$ cat src/rtl/pkt_read_arbiter_pkg.sv
// Shared types and widths for the packet read arbiter slice.
package pkt_read_arbiter_pkg;

  localparam int unsigned PKT_DATA_W = 134;
  localparam int unsigned PKT_ADDR_W = 16;

  // Flit type lives in the top two bits of every 134-bit flit, [133:132].
  typedef enum logic [1:0] {
    FlitSingle = 2'b00,
    FlitHead   = 2'b01,
    FlitTail   = 2'b10,
    FlitBody   = 2'b11
  } flit_type_e;

  typedef struct packed {
    flit_type_e                  flit_type;
    logic [PKT_DATA_W-3:0]       payload;
  } pkt_flit_t;

endpackage

$ cat src/rtl/pkt_read_arbiter_if.sv
// Bundles the per-port read channels and the memory read channel of the arbiter.
interface pkt_read_arbiter_if
  import pkt_read_arbiter_pkg::*;
#(
  parameter int unsigned PORT_NUM = 8,
  parameter int unsigned TAG_AW   = 4
);

  logic [PORT_NUM*PKT_ADDR_W-1:0] iv_pkt_raddr;
  logic [PORT_NUM-1:0]            iv_pkt_rd;
  logic [PORT_NUM-1:0]            ov_pkt_raddr_ack;
  logic [PKT_ADDR_W-1:0]          ov_mem_raddr;
  logic                           o_mem_rd;
  logic                           i_mem_raddr_ack;
  logic [PKT_DATA_W-1:0]          iv_mem_data;
  logic                           i_mem_data_wr;
  logic [PKT_DATA_W-1:0]          ov_pkt_data;
  logic [PORT_NUM-1:0]            ov_pkt_data_wr;
  logic [TAG_AW:0]                ov_inflight_cnt;
  logic                           o_tag_err_pulse;

  // Arbiter side.
  modport master (
    input  iv_pkt_raddr, iv_pkt_rd, i_mem_raddr_ack, iv_mem_data, i_mem_data_wr,
    output ov_pkt_raddr_ack, ov_mem_raddr, o_mem_rd, ov_pkt_data, ov_pkt_data_wr,
           ov_inflight_cnt, o_tag_err_pulse
  );

  // Requester / memory side.
  modport slave (
    output iv_pkt_raddr, iv_pkt_rd, i_mem_raddr_ack, iv_mem_data, i_mem_data_wr,
    input  ov_pkt_raddr_ack, ov_mem_raddr, o_mem_rd, ov_pkt_data, ov_pkt_data_wr,
           ov_inflight_cnt, o_tag_err_pulse
  );

endinterface

$ cat src/rtl/pkt_read_tag_fifo.sv
// In-order FIFO of requesting port ids, one entry per outstanding memory read.
module pkt_read_tag_fifo #(
  parameter int unsigned WIDTH = 3,
  parameter int unsigned DEPTH = 16,
  parameter int unsigned AW    = 4
) (
  input  logic             clk_i,
  input  logic             rst_i,
  input  logic             push_i,
  input  logic             pop_i,
  input  logic [WIDTH-1:0] din_i,
  output logic             full_o,
  output logic             empty_o,
  output logic [AW:0]      count_o,
  output logic [WIDTH-1:0] head_o
);

  logic [WIDTH-1:0] mem_q [DEPTH];
  logic [AW-1:0]    wptr_q, wptr_d;
  logic [AW-1:0]    rptr_q, rptr_d;
  logic [AW:0]      count_q, count_d;
  logic             push_ok, pop_ok;

  assign full_o  = (count_q == (AW+1)'(DEPTH));
  assign empty_o = (count_q == '0);
  assign count_o = count_q;
  assign head_o  = mem_q[rptr_q];

  // Pop on empty is dropped even if a push lands in the same cycle (no bypass).
  assign push_ok = push_i && !full_o;
  assign pop_ok  = pop_i && !empty_o;

  // Pointer and occupancy next-state; pointers wrap naturally at DEPTH.
  always_comb begin
    wptr_d  = wptr_q + AW'(push_ok);
    rptr_d  = rptr_q + AW'(pop_ok);
    count_d = count_q + (AW+1)'(push_ok) - (AW+1)'(pop_ok);
  end

  // Control state with synchronous reset.
  always_ff @(posedge clk_i) begin
    if (rst_i) begin
      wptr_q  <= '0;
      rptr_q  <= '0;
      count_q <= '0;
    end else begin
      wptr_q  <= wptr_d;
      rptr_q  <= rptr_d;
      count_q <= count_d;
    end
  end

  // Storage needs no reset; occupancy guards every read.
  always_ff @(posedge clk_i) begin
    if (push_ok) begin
      mem_q[wptr_q] <= din_i;
    end
  end

endmodule

$ cat src/rtl/pkt_read_arbiter.sv
// Round-robin share of the packet memory read port, with in-order routing of returned data.
module pkt_read_arbiter
  import pkt_read_arbiter_pkg::*;
#(
  parameter int unsigned PORT_NUM  = 8,
  parameter int unsigned PID_W     = 3,
  parameter int unsigned TAG_DEPTH = 16,
  parameter int unsigned TAG_AW    = 4
) (
  input logic                i_clk,
  input logic                i_rst,
  pkt_read_arbiter_if.master bus
);

  logic [PKT_ADDR_W-1:0] port_addr [PORT_NUM];

  logic [PID_W-1:0]      last_grant_q, last_grant_d;
  logic [PID_W-1:0]      grant_id;
  logic                  grant_vld, grant_en, grant;

  logic                  mem_rd_q, mem_rd_d;
  logic [PKT_ADDR_W-1:0] mem_raddr_q, mem_raddr_d;

  pkt_flit_t             pkt_data_q, pkt_data_d;
  logic [PORT_NUM-1:0]   pkt_data_wr_q, pkt_data_wr_d;
  logic                  tag_err_q, tag_err_d;

  logic                  tag_full, tag_empty, tag_pop;
  logic [TAG_AW:0]       tag_count;
  logic [PID_W-1:0]      tag_head;

  for (genvar p = 0; p < PORT_NUM; p++) begin : g_addr
    assign port_addr[p] = bus.iv_pkt_raddr[p*PKT_ADDR_W +: PKT_ADDR_W];
  end

  // Priority search starting one past the last granted port, wrapping.
  always_comb begin
    logic [PID_W-1:0] idx;
    grant_vld = 1'b0;
    grant_id  = '0;
    idx       = last_grant_q;
    for (int unsigned i = 0; i < PORT_NUM; i++) begin
      idx = (idx == PID_W'(PORT_NUM - 1)) ? '0 : idx + 1'b1;
      if (!grant_vld && bus.iv_pkt_rd[idx]) begin
        grant_vld = 1'b1;
        grant_id  = idx;
      end
    end
  end

  // A new read may issue when the memory slot is free or draining, and a tag slot exists.
  assign grant_en = (!mem_rd_q || bus.i_mem_raddr_ack) && !tag_full;
  assign grant    = grant_en && grant_vld;
  assign tag_pop  = bus.i_mem_data_wr && !tag_empty;

  // Same-cycle one-hot accept to the winning requester.
  always_comb begin
    bus.ov_pkt_raddr_ack = '0;
    if (grant) begin
      bus.ov_pkt_raddr_ack[grant_id] = 1'b1;
    end
  end

  // Memory read channel next-state; holds under memory backpressure.
  always_comb begin
    mem_rd_d     = mem_rd_q;
    mem_raddr_d  = mem_raddr_q;
    last_grant_d = last_grant_q;
    if (grant) begin
      mem_rd_d     = 1'b1;
      mem_raddr_d  = port_addr[grant_id];
      last_grant_d = grant_id;
    end else if (bus.i_mem_raddr_ack) begin
      mem_rd_d = 1'b0;
    end
  end

  // Return path next-state: route to head tag, or flag a return with nothing outstanding.
  always_comb begin
    pkt_data_d    = pkt_data_q;
    pkt_data_wr_d = '0;
    tag_err_d     = 1'b0;
    if (bus.i_mem_data_wr) begin
      if (!tag_empty) begin
        pkt_data_d              = pkt_flit_t'(bus.iv_mem_data);
        pkt_data_wr_d[tag_head] = 1'b1;
      end else begin
        tag_err_d = 1'b1;
      end
    end
  end

  // Output and arbitration registers; reset leaves port 0 with highest priority.
  always_ff @(posedge i_clk) begin
    if (i_rst) begin
      last_grant_q  <= PID_W'(PORT_NUM - 1);
      mem_rd_q      <= 1'b0;
      mem_raddr_q   <= '0;
      pkt_data_q    <= '0;
      pkt_data_wr_q <= '0;
      tag_err_q     <= 1'b0;
    end else begin
      last_grant_q  <= last_grant_d;
      mem_rd_q      <= mem_rd_d;
      mem_raddr_q   <= mem_raddr_d;
      pkt_data_q    <= pkt_data_d;
      pkt_data_wr_q <= pkt_data_wr_d;
      tag_err_q     <= tag_err_d;
    end
  end

  pkt_read_tag_fifo #(
    .WIDTH (PID_W),
    .DEPTH (TAG_DEPTH),
    .AW    (TAG_AW)
  ) u_tag_fifo (
    .clk_i   (i_clk),
    .rst_i   (i_rst),
    .push_i  (grant),
    .pop_i   (tag_pop),
    .din_i   (grant_id),
    .full_o  (tag_full),
    .empty_o (tag_empty),
    .count_o (tag_count),
    .head_o  (tag_head)
  );

  assign bus.o_mem_rd        = mem_rd_q;
  assign bus.ov_mem_raddr    = mem_raddr_q;
  assign bus.ov_pkt_data     = pkt_data_q;
  assign bus.ov_pkt_data_wr  = pkt_data_wr_q;
  assign bus.o_tag_err_pulse = tag_err_q;
  assign bus.ov_inflight_cnt = tag_count;

endmodule
$ cat src/flat_wrapper.sv
// flat-port wrapper written by rule: the top's interface ports become plain ports
module pkt_read_arbiter_flat import pkt_read_arbiter_pkg::*;
#(
  parameter int unsigned PORT_NUM  = 8,
  parameter int unsigned PID_W     = 3,
  parameter int unsigned TAG_DEPTH = 16,
  parameter int unsigned TAG_AW    = 4
)
  (i_clk, i_rst, bus_iv_pkt_raddr, bus_iv_pkt_rd, bus_i_mem_raddr_ack, bus_iv_mem_data, bus_i_mem_data_wr, bus_ov_pkt_raddr_ack, bus_ov_mem_raddr, bus_o_mem_rd, bus_ov_pkt_data, bus_ov_pkt_data_wr, bus_ov_inflight_cnt, bus_o_tag_err_pulse);
  pkt_read_arbiter_if #(.PORT_NUM(PORT_NUM), .TAG_AW(TAG_AW)) bus_i ();
  input logic i_clk;
  input logic i_rst;
  input wire logic [$bits(bus_i.iv_pkt_raddr)-1:0] bus_iv_pkt_raddr;
  input wire logic [$bits(bus_i.iv_pkt_rd)-1:0] bus_iv_pkt_rd;
  input wire logic [$bits(bus_i.i_mem_raddr_ack)-1:0] bus_i_mem_raddr_ack;
  input wire logic [$bits(bus_i.iv_mem_data)-1:0] bus_iv_mem_data;
  input wire logic [$bits(bus_i.i_mem_data_wr)-1:0] bus_i_mem_data_wr;
  output wire logic [$bits(bus_i.ov_pkt_raddr_ack)-1:0] bus_ov_pkt_raddr_ack;
  output wire logic [$bits(bus_i.ov_mem_raddr)-1:0] bus_ov_mem_raddr;
  output wire logic [$bits(bus_i.o_mem_rd)-1:0] bus_o_mem_rd;
  output wire logic [$bits(bus_i.ov_pkt_data)-1:0] bus_ov_pkt_data;
  output wire logic [$bits(bus_i.ov_pkt_data_wr)-1:0] bus_ov_pkt_data_wr;
  output wire logic [$bits(bus_i.ov_inflight_cnt)-1:0] bus_ov_inflight_cnt;
  output wire logic [$bits(bus_i.o_tag_err_pulse)-1:0] bus_o_tag_err_pulse;
  assign bus_i.iv_pkt_raddr = bus_iv_pkt_raddr;
  assign bus_i.iv_pkt_rd = bus_iv_pkt_rd;
  assign bus_i.i_mem_raddr_ack = bus_i_mem_raddr_ack;
  assign bus_i.iv_mem_data = bus_iv_mem_data;
  assign bus_i.i_mem_data_wr = bus_i_mem_data_wr;
  assign bus_ov_pkt_raddr_ack = bus_i.ov_pkt_raddr_ack;
  assign bus_ov_mem_raddr = bus_i.ov_mem_raddr;
  assign bus_o_mem_rd = bus_i.o_mem_rd;
  assign bus_ov_pkt_data = bus_i.ov_pkt_data;
  assign bus_ov_pkt_data_wr = bus_i.ov_pkt_data_wr;
  assign bus_ov_inflight_cnt = bus_i.ov_inflight_cnt;
  assign bus_o_tag_err_pulse = bus_i.o_tag_err_pulse;
  pkt_read_arbiter #(.PORT_NUM(PORT_NUM), .PID_W(PID_W), .TAG_DEPTH(TAG_DEPTH), .TAG_AW(TAG_AW)) u_core (.i_clk(i_clk), .i_rst(i_rst), .bus(bus_i));
endmodule
$ cat config.mk
export PLATFORM = sky130hd
export DESIGN_NAME = pkt_read_arbiter_flat
export DESIGN_NICKNAME = d
export VERILOG_FILES = /design/src/rtl/pkt_read_arbiter_pkg.sv /design/src/rtl/pkt_read_arbiter_if.sv /design/src/rtl/pkt_read_tag_fifo.sv /design/src/rtl/pkt_read_arbiter.sv /design/src/flat_wrapper.sv
export SDC_FILE = /design/constraint.sdc
export NUM_CORES = 1
export LEC_CHECK = 0
export BUFFER_PORTS_ARGS = -buffer_cell sky130_fd_sc_hd__buf_2
export CAP_MARGIN = 20
export CORE_ASPECT_RATIO = 0.5
export CORE_UTILIZATION = 43
export CTS_CLUSTER_SIZE = 28
export DETAILED_ROUTE_END_ITERATION = 7
export PLACE_DENSITY = 0.76
export SYNTH_ARGS = -nofsm -noshare
export SYNTH_HDL_FRONTEND = slang
export SYNTH_SLANG_ARGS = --single-unit
$ cat constraint.sdc
create_clock -name i_clk -period 4.9 [get_ports i_clk]
set_input_delay 0.98 -clock i_clk [delete_from_list [all_inputs] [get_ports i_clk]]
set_output_delay 0.98 -clock i_clk [all_outputs]
set_load 0.005 [all_outputs]
Word-level counts from Yosys, hierarchy flattened
Memories as Yosys holds them, arrays and structs flattened. A register that Yosys moved wholly into a read port is not among the register bits.
Cells that the tools add are included.
{"block": "word_totals", "regBits": 176, "ramBits": 48, "input_bits": 274, "elab_cells": 132, "mem_count": 1}
{"memory": "u_core.u_tag_fifo.mem_q", "words": 16, "word_bits": 3, "rd": 1, "rd_ports_with_merged_regs": 1, "wr": 1, "line_no": "pkt_read_tag_fifo.sv:18", "source": "logic [WIDTH-1:0] mem_q [DEPTH];"}
{"block": "classes", "add_sub_neg": 12, "magnitude_cmp": 13, "n_eq_ne": 9, "mux": 54, "bitwise": 3, "n_reduce_logical": 30}
{"cell": "binary-select mux 16 bit (select 3 bit)", "n": 1}
{"cell": "two-way mux 3 bit", "n": 16}
{"cell": "< comparator 3 x 4 -> 1 bit (second input constant)", "n": 10}
{"cell": "two-way mux 16 bit", "n": 2}
{"cell": "adder 3 x 1 -> 3 bit (second input constant)", "n": 8}
{"cell": "binary-select mux 1 bit (select 3 bit)", "n": 8}
{"cell": "equality test 3 bit (second input constant)", "n": 8}
{"cell": "two-way mux 1 bit", "n": 23}
{"cell": "logical AND 1 bit", "n": 14}
{"cell": "logical NOT 1 bit", "n": 10}
{"cell": "adder 4 x 1 -> 4 bit", "n": 2}
{"cell": "two-way mux 8 bit", "n": 1}
{"cell": "demux 1 bit (select 3 bit)", "n": 2}
{"cell": ">= comparator 3 x 1 -> 1 bit (second input constant)", "n": 2}
{"cell": "adder 5 x 1 -> 5 bit", "n": 1}
{"cell": "equality test 5 bit (second input constant)", "n": 1}
{"cell": "logical NOT 5 bit", "n": 1}
{"cell": "subtractor 5 x 1 -> 5 bit", "n": 1}
{"cell": ">= comparator 4 bit (second input constant)", "n": 1}
{"cell": "two-way mux 4 bit", "n": 1}
{"cell": "inverter 3 -> 4 bit", "n": 1}
{"cell": "OR reduction 3 bit", "n": 1}
{"cell": "inverter 1 bit", "n": 2}
{"cell": "AND reduction 2 bit", "n": 1}
{"cell": "other kinds (3)", "n": 3}

Longest topological paths before layout
Gate-level depths: netlist of run 1.
{"block": "logic_depth", "word_depth": 31, "mapped_depth": 22}

Modules after synthesis
A second synthesis of run 1 with hierarchy kept.
{"block": "unflattened", "cells_unflattened": 1130, "hier_area_um2": 10465.0}
{"module": "pkt_read_arbiter", "n_inst": 1, "cells_per_inst": 963, "area_per_inst_um2": 7845.0, "seq_area_each_um2": 3263.1}
{"module": "pkt_read_tag_fifo", "n_inst": 1, "cells_per_inst": 167, "area_per_inst_um2": 2620.0, "seq_area_each_um2": 1701.6}

Worst setup path before layout of run 1
No wires, ideal clock.
{"block": "synth_timing", "path_kind": "register -> output", "from": "reg u_core.last_grant_q[0]", "to": "out bus_ov_pkt_raddr_ack[2]", "t_arrival_ps": 3960, "required_time_ps": 3920, "path_slack_ps": -40, "stages_incl_launch_ff": 16, "cell_sequence": "dfxtp_1 ha_1 ha_1 nor2_4 inv_2 ha_1 xnor3_2 xnor2_4 nor3b_1 o31ai_1 or2_2 o211a_1 clkinv_1 clkbuf_1 nand3_1 nor2_1"}
{"block": "synth_between", "elab_chain_len": 31, "elab_cells_between_ends": 77, "cone_classes": "8 x add/sub; 2 x order compare; 8 x eq/ne; 43 x mux; 16 x reduce/logical"}
{"element": "start: declaration", "line_no": "pkt_read_arbiter.sv:17", "source": "logic [PID_W-1:0] last_grant_q, last_grant_d;"}
{"element": "start signal: assignment", "line_no": "pkt_read_arbiter.sv:96", "source": "last_grant_q <= PID_W'(PORT_NUM - 1);"}
{"element": "start signal: assignment", "line_no": "pkt_read_arbiter.sv:103", "source": "last_grant_q <= last_grant_d;"}
{"element": "adder 3 x 1 -> 3 bit or equality test 3 bit (tied branches)", "line_no": "pkt_read_arbiter.sv:43", "source": "idx = (idx == PID_W'(PORT_NUM - 1)) ? '0 : idx + 1'b1;"}
{"element": "two-way mux 3 bit (*)", "line_no": "pkt_read_arbiter.sv:43"}
{"element": "parallel branches: the longest is 23 deep, another holds adder 3 x 1 -> 3 bit"}
{"element": "two-way mux 3 bit (*)", "line_no": "pkt_read_arbiter.sv:44", "source": "if (!grant_vld && bus.iv_pkt_rd[idx]) begin"}
{"element": "via u_core.grant_id[1]", "line_no": "pkt_read_arbiter.sv:18", "source": "logic [PID_W-1:0] grant_id;"}
{"element": "< comparator 3 x 4 -> 1 bit (not written as such) or >= comparator 3 x 1 -> 1 bit (tied branches)", "line_no": "pkt_read_arbiter.sv:60", "source": "bus.ov_pkt_raddr_ack[grant_id] = 1'b1;"}
{"element": "logical AND 1 bit (not written as such)", "line_no": "pkt_read_arbiter.sv:60"}
{"element": "two-way mux 1 bit (not written as such)", "line_no": "pkt_read_arbiter.sv:60"}
{"element": "demux 1 bit (select 3 bit) (*)"}
{"element": "two-way mux 8 bit (*)", "line_no": "pkt_read_arbiter.sv:59", "source": "if (grant) begin"}
{"element": "end: declaration", "line_no": "flat_wrapper.sv:18", "source": "output wire logic [$bits(bus_i.ov_pkt_raddr_ack)-1:0] bus_ov_pkt_raddr_ack;"}
Mark *: on every way through the listed nets, which the timed path passes. The select of a mux whose other input is x is not followed.

Final worst setup path of run 1
{"block": "layout_timing", "from": "reg u_core.last_grant_q[0]", "to": "out bus_ov_pkt_raddr_ack[1]"}
Same word-level chain as after synthesis.

==> flow_metrics.py, run 1 <==
metrics = {
    "routing": {
        "drt_iter0_drc": 924,
        "vias": 9808,
        "via_per_inst": 5.24,
        "antenna_left": 0,
        "routed_wl_um": 32300,
        "firstDrtPassIters": 8,
        "route.detailed.drc": 1,
        "wl_per_cell_um": 17.3,
    },
    "floorplanning": {
        "row_count": 39,
        "die_h_um": 111,
        "initial_core_util_pct": 44.5,
        "core_region_area_mm2": 0.0232,
        "die-area_mm2": 0.0246,
        "pin_count": 447,
        "die_w_um": 221,
    },
    "place": {
        "place_hpwl_um": 23800,
        "postPlaceCellArea_mm2": 0.0128,
        "dp_slack_ns": 0.148,
        "gp_congestion": 0.930,
        "portBuffers": 446,
        "place_inst": 1818,
    },
    "final_layout": {
        "seqCellArea_mm2": 0.00496,
        "syn_to_final_growth_pct": 34.7,
        "design_area_mm2": 0.0139,
        "fin_util_pct": 59.9,
        "n_fill_cell": 2001,
        "layout-drive-gt1-share_pct": 37.7,
        "multi_input_area_mm2": 0.00510,
        "nets": 1839,
        "final_cells": 1871,
    },
    "sta": {
        "grt_setup_unrepaired": "true",
        "setup_tns_ns": 0,
        "slew_viol_final": 0,
        "hold-worst-slack_ns": 0.453,
        "hold_viol": 0,
        "setup_viol": 0,
        "fin_ws_ns": 0.0456,
        "fmax_mhz": 206,
        "tightest_slew_ns": 1.04,
        "fin_skew_ns": 0.00774,
        "fin_crit_ns": 4.85,
        "fin_crit_sh_pct": 99.1,
        "relSlewSlack_pct": 31.0,
    },
    "run_status": {
        "outcome": "complete, but fails checks",
        "violations": "design-rule violations",
    },
    "clock_network": {
        "path_clk_slew_ns": 0.07,
        "clockRootBuffer": "clkbuf_16",
        "cts_tree": "done",
        "cts_max_path_buffers": 3,
        "worstSkewPairLatency_ns": 0.49,
        "htreeDepth": 1,
        "cts_sinks": 224,
        "numCtsBuffers": 22,
    },
    "worst_setup_path": {
        "arrival_ns": 3.87,
        "worstPathRequired_ns": 3.92,
        "crit_chain": "ha_2 -> ha_4 -> nor2_4 -> clkinv_4 -> ha_2 -> xnor3_2 -> buf_4 -> mux2_2 -> o41ai_2 -> a21oi_2 -> a32oi_2 -> nand2_4 -> inv_2 -> nand3_2 -> nor2_1 -> buf_2",
        "crit_fanout": 5,
        "crit_path_start_kind": "flop",
        "max_stage_delay_ns": 0.45,
        "end_kind": "output pin",
        "cpMostUsedCell": "ha_2",
        "crit_type": "flop to output pin",
        "path_buf_inv": 4,
        "path_delay_family": "compound AO/OA/AOI/OAI gates",
        "crit_slowest_cell": "o41ai_2",
    },
    "grt": {
        "grt_overflow": 0,
        "grt_pass1_wl_um": 49900,
        "grt_pass1_vias": 9317,
        "grt_antenna_before_repair": 3,
        "grt_max_degree": 126,
        "grt_usage_pct": 25.0,
    },
    "yosys": {
        "ys_ff_latch": 224,
        "ys_types": 65,
        "async_flop_share_pct": 0,
        "synthesis.nets": 1411,
        "synth.most_common_cell": "nand2_1",
        "synth_cells": 1122,
        "synth_edf_count": 48,
        "synth_area_leaders": "dfxtp_1, edfxtp_1, nand2_1",
        "synth_top_area_share_pct": 34.2,
        "synthTopCellsByCount": "nand2_1, dfxtp_1, a21oi_1",
        "synth_top_cell_by_area": "dfxtp_1",
        "synth_seq_area_share_pct": 48.2,
        "synth_ff_type": "dfxtp_1",
        "yosysWarnings": 0,
        "syn-cell-area_mm2": 0.0103,
        "syn_avg_cell_area_um2": 9.19,
    },
    "min_path": {
        "hold_path.class": "flop to flop",
    },
    "power_and_ir_drop": {
        "p_per_area_mw_per_mm2": 951,
        "power.leakage_nw": 6.43,
        "irDropWorstVdd_mv": 0.864,
        "total_power_mw": 13.2,
    },
    "run": {
        "max_cap_violations": 0,
    },
}
worst register-to-register path: cells and delay by family (launching register included):
kind / cells / cell delay, ns
buffers and inverters: 5 / 0.72
flip-flops: 1 / 0.31
AND/OR/NAND/NOR: 2 / 0.24
XOR/XNOR: 1 / 0.31
multiplexers: 2 / 0.60
adder cells (fa/ha/maj): 3 / 0.58
AO/OA/AOI/OAI: 5 / 1.52
state kept, by name, indices dropped and copies added, names as in the netlist:
| name | flops |
|---|---|
| u_core.bus.ov_pkt_data | 134 |
| u_core.u_tag_fifo.mem_q | 48 |
| u_core.bus.ov_mem_raddr | 16 |
| u_core.bus.ov_pkt_data_wr | 8 |
| u_core.u_tag_fifo.count_o | 5 |
| u_core.u_tag_fifo.rptr_q | 4 |
| u_core.u_tag_fifo.wptr_q | 4 |
| u_core.last_grant_q | 3 |
| u_core.bus.o_mem_rd | 1 |
| u_core.bus.o_tag_err_pulse | 1 |
area by class of cell:
cell class | instances | share of cell area, %
Clock inverter | 5 | 0.360
Multi-Input combinational cell | 795 | 36.7
Inverter | 20 | 0.604
Timing Repair Buffer | 487 | 18.9
Sequential cell | 224 | 35.8
Clock buffer | 31 | 4.88
Antenna cell | 2 | 0.0360
Tap cell | 307 | 2.77
cell families after synthesis:
family	synth area share (%)
buffers and inverters	4.32
DFF	48.2
muxes	8.62
and+or+nand+nor	17.7
AOI/OAI and AO/OA	17.9
xor gates and xnor gates	1.43
adders and majority gates	1.89
layer usage:
layer	track usage (%)	vias up	part of all wire, %
li1	-	4809	-
met5	0	-	0.040
met4	7.83	2	3.1
met2	42.0	359	48
met1	32.4	4566	42
met3	5.17	72	6.3
power by group:
group | internal, mW | leakage, nW | switching [mW] | total, mW
clock | 1.01 | 0.355 | 0.684 | 1.70
combinational | 3.70 | 4.19 | 5.02 | 8.72
sequential | 2.58 | 1.88 | 0.215 | 2.79
total | 7.29 | 6.43 | 5.92 | 13.2
cell usage in the layout (no fill, tap or decap), types with 33 or more instances in the layout:
master / n
buf_2: 445
a21oi_1: 145
edfxtp_1: 48
buf_4: 33
nor2_1: 52
and3_1: 34
dfxtp_1: 176
nand2_1: 281
mux2i_1: 53
a211oi_1: 34
final timing paths:
| check | cells after the start | slack [ns] | endpoint | from |
|---|---|---|---|---|
| max | 16 | 0.05 | bus_ov_pkt_raddr_ack[1] | u_core.last_grant_q[0] |
| min | 2 | 0.45 | u_core.bus.ov_pkt_data[74] | u_core.bus.ov_pkt_data[74] |
| max reg2reg | 18 | 0.51 | u_core.bus.ov_mem_raddr[9] | u_core.last_grant_q[0] |
| min reg2reg | 2 | 0.45 | u_core.bus.ov_pkt_data[74] | u_core.bus.ov_pkt_data[74] |
what timing repair did:
| item | CTS | global route |
|---|---|---|
| hold buffers | 0 | 0 |
| endpoints found under the hold margin | 0 | 0 |
| resized for setup | 17 | 29 |
| setup buffers | 8 | 7 |
| pin swaps | 7 | 14 |
| endpoints found under the setup margin | 8 | 8 |
Note: power is estimated with default switching activity, not from simulation.
==> run 2: changes to the inputs <==
Settings changed: RECOVER_POWER set to 25.
==> run 2 against run 1 <==
Maximum frequency increased by 0.13%. First-iteration DRC count decreased by 5.3%. Count of clock-buffer cells in the layout unchanged. Routed wire length decreased by 0.11%. Critical endpoint unchanged. Hold slack about the same. Register-to-register slack about the same. Combinational power about the same. Highest routed layer unchanged. Critical path type unchanged. The run now ends clean. Final cell count unchanged.
==> flow_metrics.py, run 2 (same netlist as run 1, synthesis figures left out) <==
metrics = {
    "run_status": {
        "outcome": "complete, no violations",
    },
    "routing": {
        "antenna_left": 0,
        "firstDrtPassIters": 5,
        "route.detailed.drc": 0,
        "routed_wl_um": 32300,
        "via_per_inst": 5.27,
        "wl_per_cell_um": 17.2,
        "drt_iter0_drc": 875,
        "vias": 9861,
    },
    "clock_network": {
        "cts_sinks": 224,
        "cts_hold_buf": 0,
        "numCtsBuffers": 22,
        "cts_tree": "done",
        "clockRootBuffer": "clkbuf_16",
        "cts_max_path_buffers": 3,
        "path_clk_slew_ns": 0.07,
        "htreeDepth": 1,
        "worstSkewPairLatency_ns": 0.49,
    },
    "worst_setup_path": {
        "crit_slowest_cell": "o41ai_2",
        "worstPathRequired_ns": 3.92,
        "crit_path_start_kind": "flop",
        "max_stage_delay_ns": 0.44,
        "arrival_ns": 3.87,
        "crit_chain": "ha_2 -> ha_4 -> nor2_4 -> clkinv_4 -> ha_2 -> xnor3_2 -> buf_4 -> mux2_2 -> o41ai_2 -> a21oi_2 -> a32oi_2 -> nand2_4 -> inv_2 -> nand3_2 -> nor2_1 -> buf_2",
        "crit_type": "flop to output pin",
        "crit_fanout": 5,
        "cpMostUsedCell": "ha_2",
        "end_kind": "output pin",
    },
    "final_layout": {
        "final_cell_mix": "buf_2, nand2_1, dfxtp_1, a21oi_1, clkbuf_1",
        "layout_commonest_cell": "buf_2",
        "largest_register_ffs": 134,
        "nets": 1839,
        "n_fill_cell": 2034,
        "layout-drive-gt1-share_pct": 34.4,
        "final_cells": 1871,
        "syn_to_final_growth_pct": 34.1,
        "fin_util_pct": 59.6,
    },
    "sta": {
        "fmax_mhz": 206,
        "fin_crit_sh_pct": 98.9,
        "fin_crit_ns": 4.85,
        "hold_viol": 0,
        "tightest_slew_ns": 1.02,
        "grt_setup_unrepaired": "true",
        "slew_viol_final": 0,
        "setup_viol": 0,
        "setup_tns_ns": 0,
        "fin_skew_ns": 0.00759,
        "relSlewSlack_pct": 31.8,
    },
    "floorplanning": {
        "initial_core_util_pct": 44.5,
        "die_h_um": 111,
        "core_region_area_mm2": 0.0232,
        "die-area_mm2": 0.0246,
        "pin_count": 447,
        "die_w_um": 221,
        "row_count": 39,
    },
    "power_and_ir_drop": {
        "p_per_area_mw_per_mm2": 954,
        "power.leakage_nw": 6.23,
        "irDropWorstVdd_mv": 0.862,
    },
    "grt": {
        "grt_antenna_before_repair": 3,
        "grt_pass1_wl_um": 49900,
        "grt_pass1_vias": 9317,
        "grt_max_degree": 126,
        "grt_overflow": 0,
        "grt_usage_pct": 25.0,
    },
    "min_path": {
        "hold_path.class": "flop to flop",
    },
    "run": {
        "max_cap_violations": 0,
    },
    "place": {
        "gp_congestion": 0.930,
        "place_hpwl_um": 23800,
        "portBuffers": 446,
        "place_inst": 1818,
    },
}
[run 2: changes by cell type in the layout (fill, tap and decap cells not counted)]
cell	delta
clkbuf_1	+51
buf_2	-51
[run 2: metal layers]
layer,GRT usage (%),vias to the layer above,part of all wire (%)
li1,-,4812,-
met2,42.0,381,48
met4,7.83,2,3.1
met3,5.17,69,6.4
met1,32.4,4597,42
met5,0,-,0.040
[run 2: power breakdown]
part	switching [mW]	internal, mW
Clock	0.688	1.01
Combinational	5.02	3.68
Sequential	0.218	2.58
Total	5.92	7.27
[run 2: final cells by class]
type / count / area [um^2] / area share, %
multi-input cells: 795 / 5100 / 36.9
flip-flops and latches: 224 / 4960 / 35.9
repair buffers: 487 / 2550 / 18.5
clock buffers: 31 / 678 / 4.91
well taps: 307 / 384 / 2.78
inverters: 20 / 83.8 / 0.606
clock inverters: 5 / 50.0 / 0.362
diodes: 2 / 5.00 / 0.0362
[run 2: through the flow]
stage	hold WS [ns]	setup WS, ns	area [um^2]	power, mW
3_5_place_dp	0.443	0.148	12800	10.7
4_1_cts	0.452	0.0253	13700	12.7
2_1_floorplan	0.453	0.0783	10300	8.56
3_3_place_gp	0.439	0.214	12800	10.6
5_1_grt	0.466	-0.115	13800	14.0
6_report	0.452	0.0518	13800	13.2
[run 2: worst max-delay path: cells and delay by family (launching register included)]
kind / cells / cell delay [ns]
DFF: 1 / 0.32
muxes: 1 / 0.38
buffers and inverters: 4 / 0.43
AOI/OAI and AO/OA: 3 / 0.88
and+or+nand+nor: 4 / 0.47
adders and majority gates: 3 / 0.58
xor gates and xnor gates: 1 / 0.31
[run 2: path summary, 6_finish.rpt]
check | from | endpoint | slack [ns] | cells after the start
worst max-delay path | u_core.last_grant_q[1] | bus_ov_pkt_raddr_ack[1] | 0.05 | 16
worst min-delay path | u_core.bus.ov_pkt_data[116] | u_core.bus.ov_pkt_data[116] | 0.45 | 2
worst max register to register | u_core.last_grant_q[1] | u_core.bus.ov_mem_raddr[7] | 0.51 | 18
worst min register to register | u_core.bus.ov_pkt_data[116] | u_core.bus.ov_pkt_data[116] | 0.45 | 2
[run 2: repair_timing]
item                                    CTS  global route
setup buffers                             8             7
endpoints found under the setup margin    8             8
gates resized for setup                  17            29
pin swaps                                 7            14
